### config.mk
export PLATFORM = sky130hd
export DESIGN_NAME = aes_mix_columns_pipe
export DESIGN_NICKNAME = d
export VERILOG_FILES = /design/src/rtl/aes_gf_pkg.sv /design/src/rtl/aes_mix_single_column.sv /design/src/rtl/aes_mix_columns_pipe.sv
export SDC_FILE = /design/constraint.sdc
export NUM_CORES = 1
export LEC_CHECK = 0
export CORE_ASPECT_RATIO = 1.4
export CORE_MARGIN = 8
export CORE_UTILIZATION = 51
export CTS_BUF_LIST = sky130_fd_sc_hd__clkbuf_16
export DETAILED_ROUTE_END_ITERATION = 8
export GPL_ROUTABILITY_DRIVEN = 0
export MAX_ROUTING_LAYER = met4
export PLACE_DENSITY = 0.87
export SLEW_MARGIN = 20
export SYNTH_ARGS = -nofsm -noshare
export SYNTH_HDL_FRONTEND = slang
export SYNTH_HIERARCHICAL = 1
export SYNTH_SLANG_ARGS = --single-unit
### constraint.sdc
create_clock -name clk -period 9.3 [get_ports clk]
set_clock_uncertainty 0.2 [all_clocks]
set_input_delay 1.86 -clock clk [delete_from_list [all_inputs] [get_ports clk]]
set_output_delay 1.86 -clock clk [all_outputs]
set_load 0.05 [all_outputs]
### src/rtl/aes_gf_pkg.sv
// Shared GF(2^8) helpers and width constants for the AES MixColumns datapath.
// Arithmetic is modulo the AES polynomial x^8 + x^4 + x^3 + x + 1.
package aes_gf_pkg;

  localparam int          BYTE_W      = 8;
  localparam int          ROWS        = 4;
  localparam int          COL_W       = BYTE_W * ROWS;
  localparam logic [7:0]  AES_GF_POLY = 8'h1B;

  localparam logic MIX_FWD = 1'b0;
  localparam logic MIX_INV = 1'b1;

  // Multiples of one state byte; every MixColumns coefficient is an XOR of these.
  typedef struct packed {
    logic [BYTE_W-1:0] x8;
    logic [BYTE_W-1:0] x4;
    logic [BYTE_W-1:0] x2;
    logic [BYTE_W-1:0] x1;
  } byte_mults_t;

  function automatic logic [BYTE_W-1:0] xtime(input logic [BYTE_W-1:0] b);
    return {b[BYTE_W-2:0], 1'b0} ^ (b[BYTE_W-1] ? AES_GF_POLY : 8'h00);
  endfunction

  function automatic byte_mults_t expand_byte(input logic [BYTE_W-1:0] b);
    byte_mults_t m;
    m.x1 = b;
    m.x2 = xtime(b);
    m.x4 = xtime(m.x2);
    m.x8 = xtime(m.x4);
    return m;
  endfunction

endpackage

### src/rtl/aes_mix_single_column.sv
// Combinational MixColumns / InvMixColumns for one 32-bit column, built from
// precomputed {a,2a,4a,8a} per byte so only XORs remain here.
module aes_mix_single_column
  import aes_gf_pkg::*;
(
  input  byte_mults_t [ROWS-1:0] mults,
  input  logic                   inv,
  output logic [COL_W-1:0]       col
);

  for (genvar r = 0; r < ROWS; r++) begin : g_row
    logic [BYTE_W-1:0] fwd_b;
    logic [BYTE_W-1:0] inv_b;

    // fwd: 2a0 ^ 3a1 ^ a2 ^ a3;  inv: 0E a0 ^ 0B a1 ^ 0D a2 ^ 09 a3
    assign fwd_b = mults[r].x2
                 ^ mults[(r+1)%ROWS].x2 ^ mults[(r+1)%ROWS].x1
                 ^ mults[(r+2)%ROWS].x1
                 ^ mults[(r+3)%ROWS].x1;

    assign inv_b = mults[r].x8 ^ mults[r].x4 ^ mults[r].x2
                 ^ mults[(r+1)%ROWS].x8 ^ mults[(r+1)%ROWS].x2 ^ mults[(r+1)%ROWS].x1
                 ^ mults[(r+2)%ROWS].x8 ^ mults[(r+2)%ROWS].x4 ^ mults[(r+2)%ROWS].x1
                 ^ mults[(r+3)%ROWS].x8 ^ mults[(r+3)%ROWS].x1;

    // NOTE: give every always_comb output a default first so no path can infer a latch.
    always_comb begin
      col[BYTE_W*r +: BYTE_W] = fwd_b;
      unique case (inv)
        MIX_FWD: col[BYTE_W*r +: BYTE_W] = fwd_b;
        MIX_INV: col[BYTE_W*r +: BYTE_W] = inv_b;
        default: col[BYTE_W*r +: BYTE_W] = fwd_b;
      endcase
    end
  end

endmodule

### src/rtl/aes_mix_columns_pipe.sv
// Pipelined, back-pressured AES MixColumns/InvMixColumns over NUM_COLS columns.
// Optional macro AES_MIX_BYPASS_EN adds inBypass to pass a beat through unchanged.
module aes_mix_columns_pipe
  import aes_gf_pkg::*;
#(
  parameter int NUM_COLS    = 4,
  parameter int PIPE_STAGES = 2,
  parameter int TAG_W       = 4
) (
  input  logic                    clk,
  input  logic                    rstN,
  input  logic                    inValid,
  output logic                    inReady,
  input  logic                    inInv,
`ifdef AES_MIX_BYPASS_EN
  input  logic                    inBypass,
`endif
  input  logic [TAG_W-1:0]        inTag,
  input  logic [32*NUM_COLS-1:0]  inData,
  output logic                    outValid,
  input  logic                    outReady,
  output logic [TAG_W-1:0]        outTag,
  output logic [32*NUM_COLS-1:0]  outData
);

  byte_mults_t [NUM_COLS-1:0][ROWS-1:0] in_mults;
  byte_mults_t [NUM_COLS-1:0][ROWS-1:0] mix_mults;
  logic [NUM_COLS-1:0][COL_W-1:0]       mix_col;
  logic [32*NUM_COLS-1:0]               mix_data;
  logic                                 mix_valid;
  logic                                 mix_inv;
  logic                                 mix_byp;
  logic [TAG_W-1:0]                     mix_tag;
  logic                                 in_byp;
  logic                                 out_free;

`ifdef AES_MIX_BYPASS_EN
  assign in_byp = inBypass;
`else
  assign in_byp = 1'b0;
`endif

  assign out_free = !outValid || outReady;

  always_comb begin
    in_mults = '0;
    for (int c = 0; c < NUM_COLS; c++) begin
      for (int r = 0; r < ROWS; r++) begin
        in_mults[c][r] = expand_byte(inData[COL_W*c + BYTE_W*r +: BYTE_W]);
      end
    end
  end

  if (PIPE_STAGES == 2) begin : g_two
    logic                                 s1_valid;
    logic                                 s1_inv;
    logic                                 s1_byp;
    logic [TAG_W-1:0]                     s1_tag;
    byte_mults_t [NUM_COLS-1:0][ROWS-1:0] s1_mults;
    logic                                 in_fire;

    assign in_fire = inValid && inReady;
    // Stage 1 frees whenever the output register frees in the same cycle.
    assign inReady = !s1_valid || out_free;

    // NOTE: sequential state uses non-blocking assignments so every flop samples pre-edge values.
    always_ff @(posedge clk) begin
      if (!rstN) begin
        s1_valid <= 1'b0;
      end else if (inReady) begin
        s1_valid <= inValid;
      end
    end

    // NOTE: payload registers have no reset; the valid bit alone qualifies them.
    always_ff @(posedge clk) begin
      if (in_fire) begin
        s1_mults <= in_mults;
        s1_inv   <= inInv;
        s1_byp   <= in_byp;
        s1_tag   <= inTag;
      end
    end

    assign mix_valid = s1_valid;
    assign mix_mults = s1_mults;
    assign mix_inv   = s1_inv;
    assign mix_byp   = s1_byp;
    assign mix_tag   = s1_tag;
  end else if (PIPE_STAGES == 1) begin : g_one
    assign inReady   = out_free;
    assign mix_valid = inValid;
    assign mix_mults = in_mults;
    assign mix_inv   = inInv;
    assign mix_byp   = in_byp;
    assign mix_tag   = inTag;
  end else begin : g_bad
    $error("aes_mix_columns_pipe: PIPE_STAGES must be 1 or 2");
  end

  for (genvar c = 0; c < NUM_COLS; c++) begin : g_col
    aes_mix_single_column u_col (
      .mults (mix_mults[c]),
      .inv   (mix_inv),
      .col   (mix_col[c])
    );
  end

  // Bypassed beats reuse the registered x1 copy, so no extra data storage is needed.
  always_comb begin
    mix_data = '0;
    for (int c = 0; c < NUM_COLS; c++) begin
      mix_data[COL_W*c +: COL_W] = mix_byp
        ? {mix_mults[c][3].x1, mix_mults[c][2].x1, mix_mults[c][1].x1, mix_mults[c][0].x1}
        : mix_col[c];
    end
  end

  always_ff @(posedge clk) begin
    if (!rstN) begin
      outValid <= 1'b0;
      outTag   <= '0;
      outData  <= '0;
    end else if (out_free) begin
      outValid <= mix_valid;
      if (mix_valid) begin
        outTag  <= mix_tag;
        outData <= mix_data;
      end
    end
  end

endmodule

==> results of run 1 <==
==> through the flow <==
| stage | util | worst slack (ns) | std cells | power [uW] | hold WS, ns |
|---|---|---|---|---|---|
| 5_1_grt | 0.617 | 3.67 | 2605 | 6200 | 0.268 |
| 6_report | 0.617 | 3.75 | 2605 | 5940 | 0.254 |
| 3_3_place_gp | 0.587 | 3.71 | 2528 | 4340 | 0.243 |
| 2_1_floorplan | - | 2.89 | 1743 | 3850 | 0.276 |
| 3_5_place_dp | 0.587 | 3.74 | 2528 | 4380 | 0.246 |
| 4_1_cts | 0.617 | 3.74 | 2604 | 6000 | 0.258 |
==> flip-flops by register name (all words and copies together), names as in the netlist <==
register and cells:
g_two.s1_tag 4, g_two.s1_inv 1, g_two.s1_valid 1, outTag 4, outData 128, outValid 1
g_two.s1_mults 272
==> critical path, cell delays in order <==
cell,delay [ns]
clkdlybuf4s50_1,0.54
nor2b_4,0.07
nand2_1,0.09
clkdlybuf4s50_1,0.92
==> area by class of cell <==
class	count	area share
diodes	1	0.0000923
repair buffers	276	0.102
clock buffers	43	0.0397
multi-input cells	1283	0.418
clock inverters	33	0.00845
well taps	558	0.0258
flip-flops and latches	411	0.406
==> power groups by stage <==
stage               sequential [uW]  clock (uW)  combinational [uW]
floorplan                      2620           0                1230
global placement               2340           0                2000
detailed placement             2350           0                2040
CTS                            2310        1630                2050
global route                   2330        1700                2170
finish                         2310        1590                2030
==> worst paths after layout <==
| check | cells after the start | end | slack (ns) | startpoint |
|---|---|---|---|---|
| setup / recovery | 4 | inReady | 3.75 | outReady |
| hold / removal | 2 | outData[119] | 0.25 | outData[119] |
| setup reg to reg | 4 | g_two.s1_tag[1] | 6.39 | outValid |
| hold reg to reg | 2 | outData[119] | 0.25 | outData[119] |
==> cells in the mapped netlist (all sizes together) <==
library cell,n,area share
edfxtp,277,0.37
nand2,325,0.057
nand2b,4,0.0024
xnor2,464,0.19
nor2b,3,0.0013
mux2i,132,0.058
and2,1,0.00028
dfxtp,134,0.12
xor2,256,0.099
clkbuf,26,0.0043
buf,23,0.0084
a21oi,1,0.00022
xnor3,96,0.096
o21a,1,0.00033
==> cells by family after synthesis <==
logic type             Yosys count
AND/OR/NAND/NOR                333
XOR/XNOR                       816
buffers and inverters           49
multiplexers                   132
flip-flops                     411
AO/OA/AOI/OAI                    2
==> cells in the final DEF, fill, tap and decap left out, types with 4 or more instances in the layout <==
cell type,Yosys,layout
buf_4,5,5
clkbuf_16,0,43
clkdlybuf4s50_1,0,269
clkinv_2,0,10
dfxtp_1,134,134
edfxtp_1,277,277
inv_1,0,8
mux2i_1,132,132
nand2_1,297,297
nand2_2,28,28
nand2b_4,4,4
xnor2_1,444,444
xnor2_2,20,20
xnor3_1,96,96
xor2_1,256,256
==> per-layer routing <==
metal | vias to the layer above | GRT usage
met5 | - | -
met4 | 0 | 0.0701
met3 | 95 | 0.0290
met2 | 338 | 0.366
met1 | 6382 | 0.212
li1 | 6311 | -
==> flow_summary_export.csv, run 1 <==
group,metric,value,unit
synthesis,synth.net_count,1880,
route,drt_wl_total,50.5,mm
timing,tightest_slew,1.10,ns
layout,multi_input_area,0.0113,mm2
placement,portBuffers,270,
clock_network,cts_tree,"yes",
worst_setup_path,critical_path_arrival,3.49,ns
layout,nNetsFinal,2150,
pwr,leakage,0.0104,uW
pwr,p_sw,1890,uW
synthesis,synth-seq-cells,411,
layout,area.growth.synth_to_final,19.8,%
route,wire_per_inst,19.4,um
synthesis,ys_seq_area_frac,0.486,
grt,grt_antenna_before_repair,1,
route,vias,13100,
route,drc_errors,0,
floorplanning,ioPinCount,271,
route,via_per_inst,5.04,
synthesis,synth_fa_ha_area_frac,0,
route,top_layer,"met4",
synthesis,synthMuxAreaShare,0.0584,
floorplanning,fp.dieW,194,um
clock_network,cts_resized,0,
route,dr.pass1.iters,5,
pwr,p_clk_frac,0.269,
floorplanning,die_h,265,um
floorplanning,core_area,0.0439,mm2
clock_network,clock_sink_count,411,
synthesis,avgSynthCellArea,13.0,um2
route,drtIter0Drc,676,
pwr,powerDensity,219,mW/mm2
placement,post_dp_cell_area,0.0258,mm2
grt,grt_pass1_wl,78.2,mm
synthesis,synth.distinct_cells,20,
layout,register_area,0.0110,mm2
synthesis,synth_cells,1743,
floorplanning,start_util,0.515,
layout,n_fill_cell,3273,
synthesis,synth_top_family_by_area,"XOR/XNOR gates",
job,drv_cap,0,
run_status,status,"complete, no violations",
pwr,seqPwrFrac,0.389,
worst_setup_path,endpoint_kind,"output pin",
pwr,pwr-share-comb,0.343,
layout,finalInstanceArea,0.0271,mm2
worst_setup_path,start_kind,"input port",
clock_network,root_buffer,"clkbuf_16",
timing,fin_crit,5.55,ns
clock_network,holdBufCountCts,0,
timing,setup_violations,0,
timing,finalSetupTns,0,ns
synthesis,synthSimpleGateAreaFrac,0.0610,
timing,min_period_over_period,0.597,
route,drt-met1-wl,19.7,mm
floorplanning,rows,91,
grt,grt_overflow,0,
pwr,switching_share,0.318,
pwr,ir_drop,0.163,mV
clock_network,clkLatencyLatePin,0.54,ns
placement,dp_hpwl,37.9,mm
timing,slew_headroom,0.268,
clock_network,cts.clk_slew.worst_paths,0.06,ns
timing,drv_slew,0,
synthesis,synth_xor_area_frac,0.381,
synthesis,syn_area,0.0226,mm2
grt,grt_pass1_vias,14200,
route,met2_length,27.1,mm
timing,hold_viol_final,0,
hold_path,holdCritPathClass,"register to register",
timing,rsz0062_at_grt,"no",
route,wl_met3,2.11,mm
clock_network,cts_buffer_depth,3,
clock_network,post-cts-setup-buffers,0,
pwr,p_int,4050,uW
worst_setup_path,cp_max_fo,4,
grt,track_usage,0.197,
grt,grt_start_max_net_pins,166,
floorplanning,die-area,0.0514,mm2
worst_setup_path,critPathRequiredTime,7.24,ns
clock_network,cts_max_level,2,
synthesis,synth_compound_area_frac,0.000553,
clock_network,cts_inserted_buffers,41,
route,ant_nets,0,
timing,max_freq,0.180,GHz
layout,drive_gt1_frac,0.0621,
worst_setup_path,critPathKind,"input port to output pin",
synthesis,yosysWarningCount,6,
No activity file was read; power rests on OpenSTA's default activity.
==> run 2, diff against run 1 <==
CORE_UTILIZATION = 57   (was 51)
PLACE_DENSITY = 0.91   (was 0.87)
clock period = 5.4 ns   (was 9.3 ns; I/O delays follow)
==> flow_summary_export.csv, run 2 (synthesis gave the netlist of run 1 again) <==
group,metric,value,unit
run_status,status,"complete, no violations",
clock_network,holdBufCountCts,0,
layout,final_cell_mix,"xnor2_1 (444), nand2_1 (297), edfxtp_1 (277)",
timing,min_period_over_period,0.713,
route,top_layer,"met4",
layout,n_fill_cell,2650,
route,via_per_inst,5.19,
worst_setup_path,endpoint,"inReady",
clock_network,cts_tree,"yes",
timing,drv_slew,0,
timing,hold_viol_final,0,
layout,final_common_cell,"xnor2_1",
layout,drive_gt1_frac,0.0609,
pwr,switching_share,0.324,
route,wire_per_inst,20.2,um
hold_path,hold_depth,2,
pwr,p_sw,3310,uW
timing,rsz0062_at_grt,"no",
grt,grt_start_max_net_pins,122,
route,drt-met1-wl,19.4,mm
timing,slew_headroom,0.281,
clock_network,cts_resized,0,
hold_path,holdCritPathClass,"register to register",
layout,multi_input_area,0.0113,mm2
job,drv_cap,0,
timing,max_freq,0.260,GHz
pwr,seqPwrFrac,0.389,
clock_network,cts.clk_slew.worst_paths,0.06,ns
worst_setup_path,critPathRequiredTime,4.12,ns
layout,area.growth.synth_to_final,20.1,%
pwr,p_int,6900,uW
route,wl_met3,2.45,mm
route,drc_errors,0,
worst_setup_path,start_kind,"input port",
worst_setup_path,endpoint_kind,"output pin",
placement,portBuffers,270,
worst_setup_path,cp_max_fo,4,
floorplanning,die_h,252,um
placement,post_dp_cell_area,0.0259,mm2
pwr,pwr-share-comb,0.349,
floorplanning,rows,86,
clock_network,cts_max_level,2,
floorplanning,start_util,0.576,
grt,grt_pass1_wl,79.7,mm
hold_path,hold_start,"outTag[1]",
clock_network,cts_buffer_depth,3,
worst_setup_path,reg2reg_from,"g_two.s1_inv",
timing,setup_violations,0,
layout,largestRegisters,"g_two.s1_mults: 272 flops, outData: 128 flops",
worst_setup_path,reg2reg_setup_slack,3.00,ns
grt,grt_overflow,0,
route,drt_wl_total,52.2,mm
floorplanning,core_area,0.0393,mm2
timing,tightest_slew,1.08,ns
grt,grt_antenna_before_repair,1,
clock_network,clkLatencyLatePin,0.55,ns
route,met2_length,28.6,mm
clock_network,cts_inserted_buffers,40,
worst_setup_path,worstRegToRegCells,5,
pwr,leakage,0.0104,uW
layout,register_area,0.0110,mm2
pwr,fin_total_pwr,10200,uW
route,ant_nets,0,
route,vias,13400,
route,drtIter0Drc,677,
pwr,powerDensity,376,mW/mm2
floorplanning,die-area,0.0464,mm2
timing,holdWs,0.257,ns
placement,dp_hpwl,38.8,mm
grt,track_usage,0.228,
worst_setup_path,timing.rr.end,"outData[67]",
floorplanning,fp.dieW,184,um
route,dr.pass1.iters,5,
timing,fin_crit,3.85,ns
pwr,ir_drop,0.313,mV
worst_setup_path,cp-startpoint,"outReady",
worst_setup_path,critPathKind,"input port to output pin",
floorplanning,ioPinCount,271,
clock_network,root_buffer,"clkbuf_16",
clock_network,clock_sink_count,411,
grt,grt_pass1_vias,14500,
clock_network,post-cts-setup-buffers,0,
layout,largest_register_ffs,272,
timing,finalSetupTns,0,ns
layout,finalInstanceArea,0.0272,mm2
layout,largest-register,"g_two.s1_mults",
pwr,p_clk_frac,0.262,
worst_setup_path,critical_path_arrival,2.57,ns
layout,nNetsFinal,2156,
[run 2: critical path: stages]
cell and delay [ns]:
clkdlybuf4s50_1 0.52, nor2b_4 0.07, nand2_1 0.09, clkdlybuf4s50_1 0.81
[run 2: how the worst min path moves through the flow]
| stage | to | slack [ns] |
|---|---|---|
| floorplan | outValid | 0.28 |
| global placement | outData[39] | 0.24 |
| detailed placement | outData[48] | 0.25 |
| CTS | outTag[1] | 0.26 |
| global route | outData[90] | 0.27 |
| finish | outTag[1] | 0.26 |
[run 2: cell type report]
| class | instances | share of cell area |
|---|---|---|
| Sequential cell | 411 | 0.405 |
| Clock buffer | 42 | 0.0387 |
| Clock inverter | 32 | 0.00709 |
| Timing Repair Buffer | 283 | 0.107 |
| Antenna cell | 1 | 0.0000921 |
| Multi-Input combinational cell | 1283 | 0.418 |
| Tap cell | 528 | 0.0243 |
[run 2: routing by layer]
metal  global-route usage  vias to the layer above
met1                0.246                     6540
met3               0.0291                      110
met2                0.421                      425
met4               0.0829                        0
met5                    -                        -
li1                     -                     6315
[run 2: power groups by stage]
stage / Combinational (uW) / Clock (uW) / Sequential [uW]
3_5_place_dp: 3550 / 0 / 4030
6_report: 3560 / 2680 / 3970
4_1_cts: 3580 / 2720 / 3970
2_1_floorplan: 2130 / 0 / 4500
3_3_place_gp: 3460 / 0 / 4020
5_1_grt: 3770 / 2830 / 4000
[run 2: metrics by stage]
step                 util  setup WS (ns)  std cells
global placement    0.659           1.56       2504
floorplan               -           1.25       1743
finish              0.691           1.55       2580
global route        0.691           1.50       2580
detailed placement  0.659           1.54       2504
CTS                 0.691           1.54       2578
==> run 3, diff against run 2 <==
CORE_UTILIZATION = 51   (was 57)
PLACE_DENSITY = 0.87   (was 0.91)
clock period = 3.45 ns   (was 5.4 ns; I/O delays follow)
==> flow_summary_export.csv, run 3 (synthesis gave the netlist of run 1 again) <==
group,metric,value,unit
worst_setup_path,critPathKind,"input port to output pin",
worst_setup_path,critical_path_arrival,2.13,ns
clock_network,cts_resized,0,
grt,grt_pass1_wl,79.8,mm
clock_network,holdBufCountCts,0,
layout,area.growth.synth_to_final,20.8,%
floorplanning,rows,91,
run_status,status,"complete, no violations",
timing,hold_viol_final,0,
floorplanning,die-area,0.0514,mm2
worst_setup_path,critPathTopFamily,"buffers and inverters",
grt,grt_start_max_net_pins,95,
worst_setup_path,worstRegToRegCells,6,
floorplanning,fp.dieW,194,um
worst_setup_path,crit_chain,"clkdlybuf4s50_1 > nor2b_4 > nand2_4 > clkdlybuf4s50_1",
timing,finalSetupTns,0,ns
pwr,pwr-share-comb,0.339,
grt,grt_antenna_before_repair,1,
layout,largest-register,"g_two.s1_mults",
layout,multi_input_area,0.0113,mm2
route,wire_per_inst,19.7,um
pwr,p_clk_frac,0.278,
route,vias,13300,
worst_setup_path,endpoint_kind,"output pin",
worst_setup_path,cpPeakStageDelay,0.80,ns
placement,dp_hpwl,38.9,mm
hold_path,holdCritPathClass,"register to register",
grt,grt_overflow,0,
layout,final_common_cell,"xnor2_1",
layout,largestRegisters,"g_two.s1_mults: 272 flops, outData: 128 flops",
grt,track_usage,0.202,
pwr,p_int,11100,uW
floorplanning,core_area,0.0439,mm2
clock_network,clkLatencyLatePin,0.54,ns
route,drtIter0Drc,597,
worst_setup_path,cp_num_buf_inv,2,
job,drv_cap,0,
worst_setup_path,cp_slowest_cell,"clkdlybuf4s50_1",
clock_network,root_buffer,"clkbuf_16",
worst_setup_path,crit_top_cell,"clkdlybuf4s50_1",
pwr,leakage,0.0105,uW
clock_network,cts_max_level,2,
pwr,seqPwrFrac,0.383,
layout,final_cell_mix,"xnor2_1 (444), nand2_1 (296), edfxtp_1 (277)",
layout,final_util,0.622,
clock_network,cts_buffer_depth,3,
route,dr.pass1.iters,5,
route,drc_errors,0,
pwr,powerDensity,595,mW/mm2
floorplanning,die_h,265,um
hold_path,hold_depth,2,
timing,rsz0062_at_grt,"no",
worst_setup_path,cp_max_fo,4,
clock_network,post-cts-setup-buffers,0,
placement,dp_cells,2536,
layout,register_area,0.0110,mm2
clock_network,cts_tree,"yes",
timing,drv_slew,0,
route,ant_nets,0,
timing,setup_violations,0,
worst_setup_path,start_kind,"input port",
route,drt_wl_total,51.5,mm
pwr,ir_drop,0.380,mV
layout,nNetsFinal,2158,
layout,largest_register_ffs,272,
timing,fin_crit,3.02,ns
timing,max_freq,0.332,GHz
grt,grt_pass1_vias,14700,
floorplanning,start_util,0.515,
worst_setup_path,cp.depth,4,
timing,min_period_over_period,0.874,
clock_network,cts_inserted_buffers,41,
clock_network,cts.clk_slew.worst_paths,0.07,ns
timing,tightest_slew,0.682,ns
layout,drive_gt1_frac,0.0662,
clock_network,clock_sink_count,411,
timing,slew_headroom,0.544,
layout,fin_cells,2613,
placement,portBuffers,270,
route,via_per_inst,5.07,
layout,n_fill_cell,3260,
pwr,p_sw,5150,uW
pwr,switching_share,0.317,
floorplanning,ioPinCount,271,
worst_setup_path,critPathRequiredTime,2.56,ns
run 3: changes by cell type in the layout (fill, tap and decap cells not counted):
cell        delta
clkinv_1       -7
clkbuf_16      +3
buf_4          +2
bufinv_16      +2
clkinv_2       +2
clkinvlp_4     +2
buf_16         -1
nand2_1        -1
nand2_4        +1
run 3: stage by stage:
stage	setup WS (ns)	total power (uW)	cell area [um2]	hold slack, ns
2_1_floorplan	-0.0494	10400	22600	0.283
3_3_place_gp	0.416	11700	25900	0.243
3_5_place_dp	0.432	11800	25900	0.249
4_1_cts	0.426	16400	27300	0.258
5_1_grt	0.398	17000	27300	0.275
6_report	0.434	16300	27300	0.254
run 3: power by group through the flow:
| stage | clock, uW | sequential, uW | combinational (uW) |
|---|---|---|---|
| after floorplan | 0 | 7040 | 3330 |
| after global placement | 0 | 6300 | 5420 |
| after detailed placement | 0 | 6320 | 5510 |
| after CTS | 4630 | 6220 | 5550 |
| after global routing | 4820 | 6270 | 5860 |
| final | 4520 | 6220 | 5520 |
run 3: worst paths after layout:
path	from	end	slack (ns)
max	outReady	inReady	0.43
min	outData[30]	outData[30]	0.25
max reg2reg	g_two.s1_mults[246]	outData[47]	1.17
min reg2reg	outData[30]	outData[30]	0.25
run 3: routing by layer:
layer / global-route usage / part of all wire / wire (um)
met1: 0.213 / 0.38 / 19400
met2: 0.372 / 0.54 / 27600
met3: 0.0307 / 0.049 / 2540
met4: 0.0854 / 0.040 / 2050
met5: - / 0 / 0
run 3: worst min-delay path: cells and delay by family, from the launching register on:
| kind | cells | cell delay (ns) |
|---|---|---|
| and+or+nand+nor | 1 | 0.05 |
| muxes | 1 | 0.05 |
| DFF | 1 | 0.31 |
run 3: cell type report:
| cell class | instances | share of cell area |
|---|---|---|
| clock inverters | 31 | 0.00920 |
| clock buffers | 45 | 0.0412 |
| repair buffers | 284 | 0.106 |
| flip-flops and latches | 411 | 0.403 |
| diodes | 1 | 0.0000916 |
| well taps | 558 | 0.0256 |
| multi-input cells | 1283 | 0.415 |
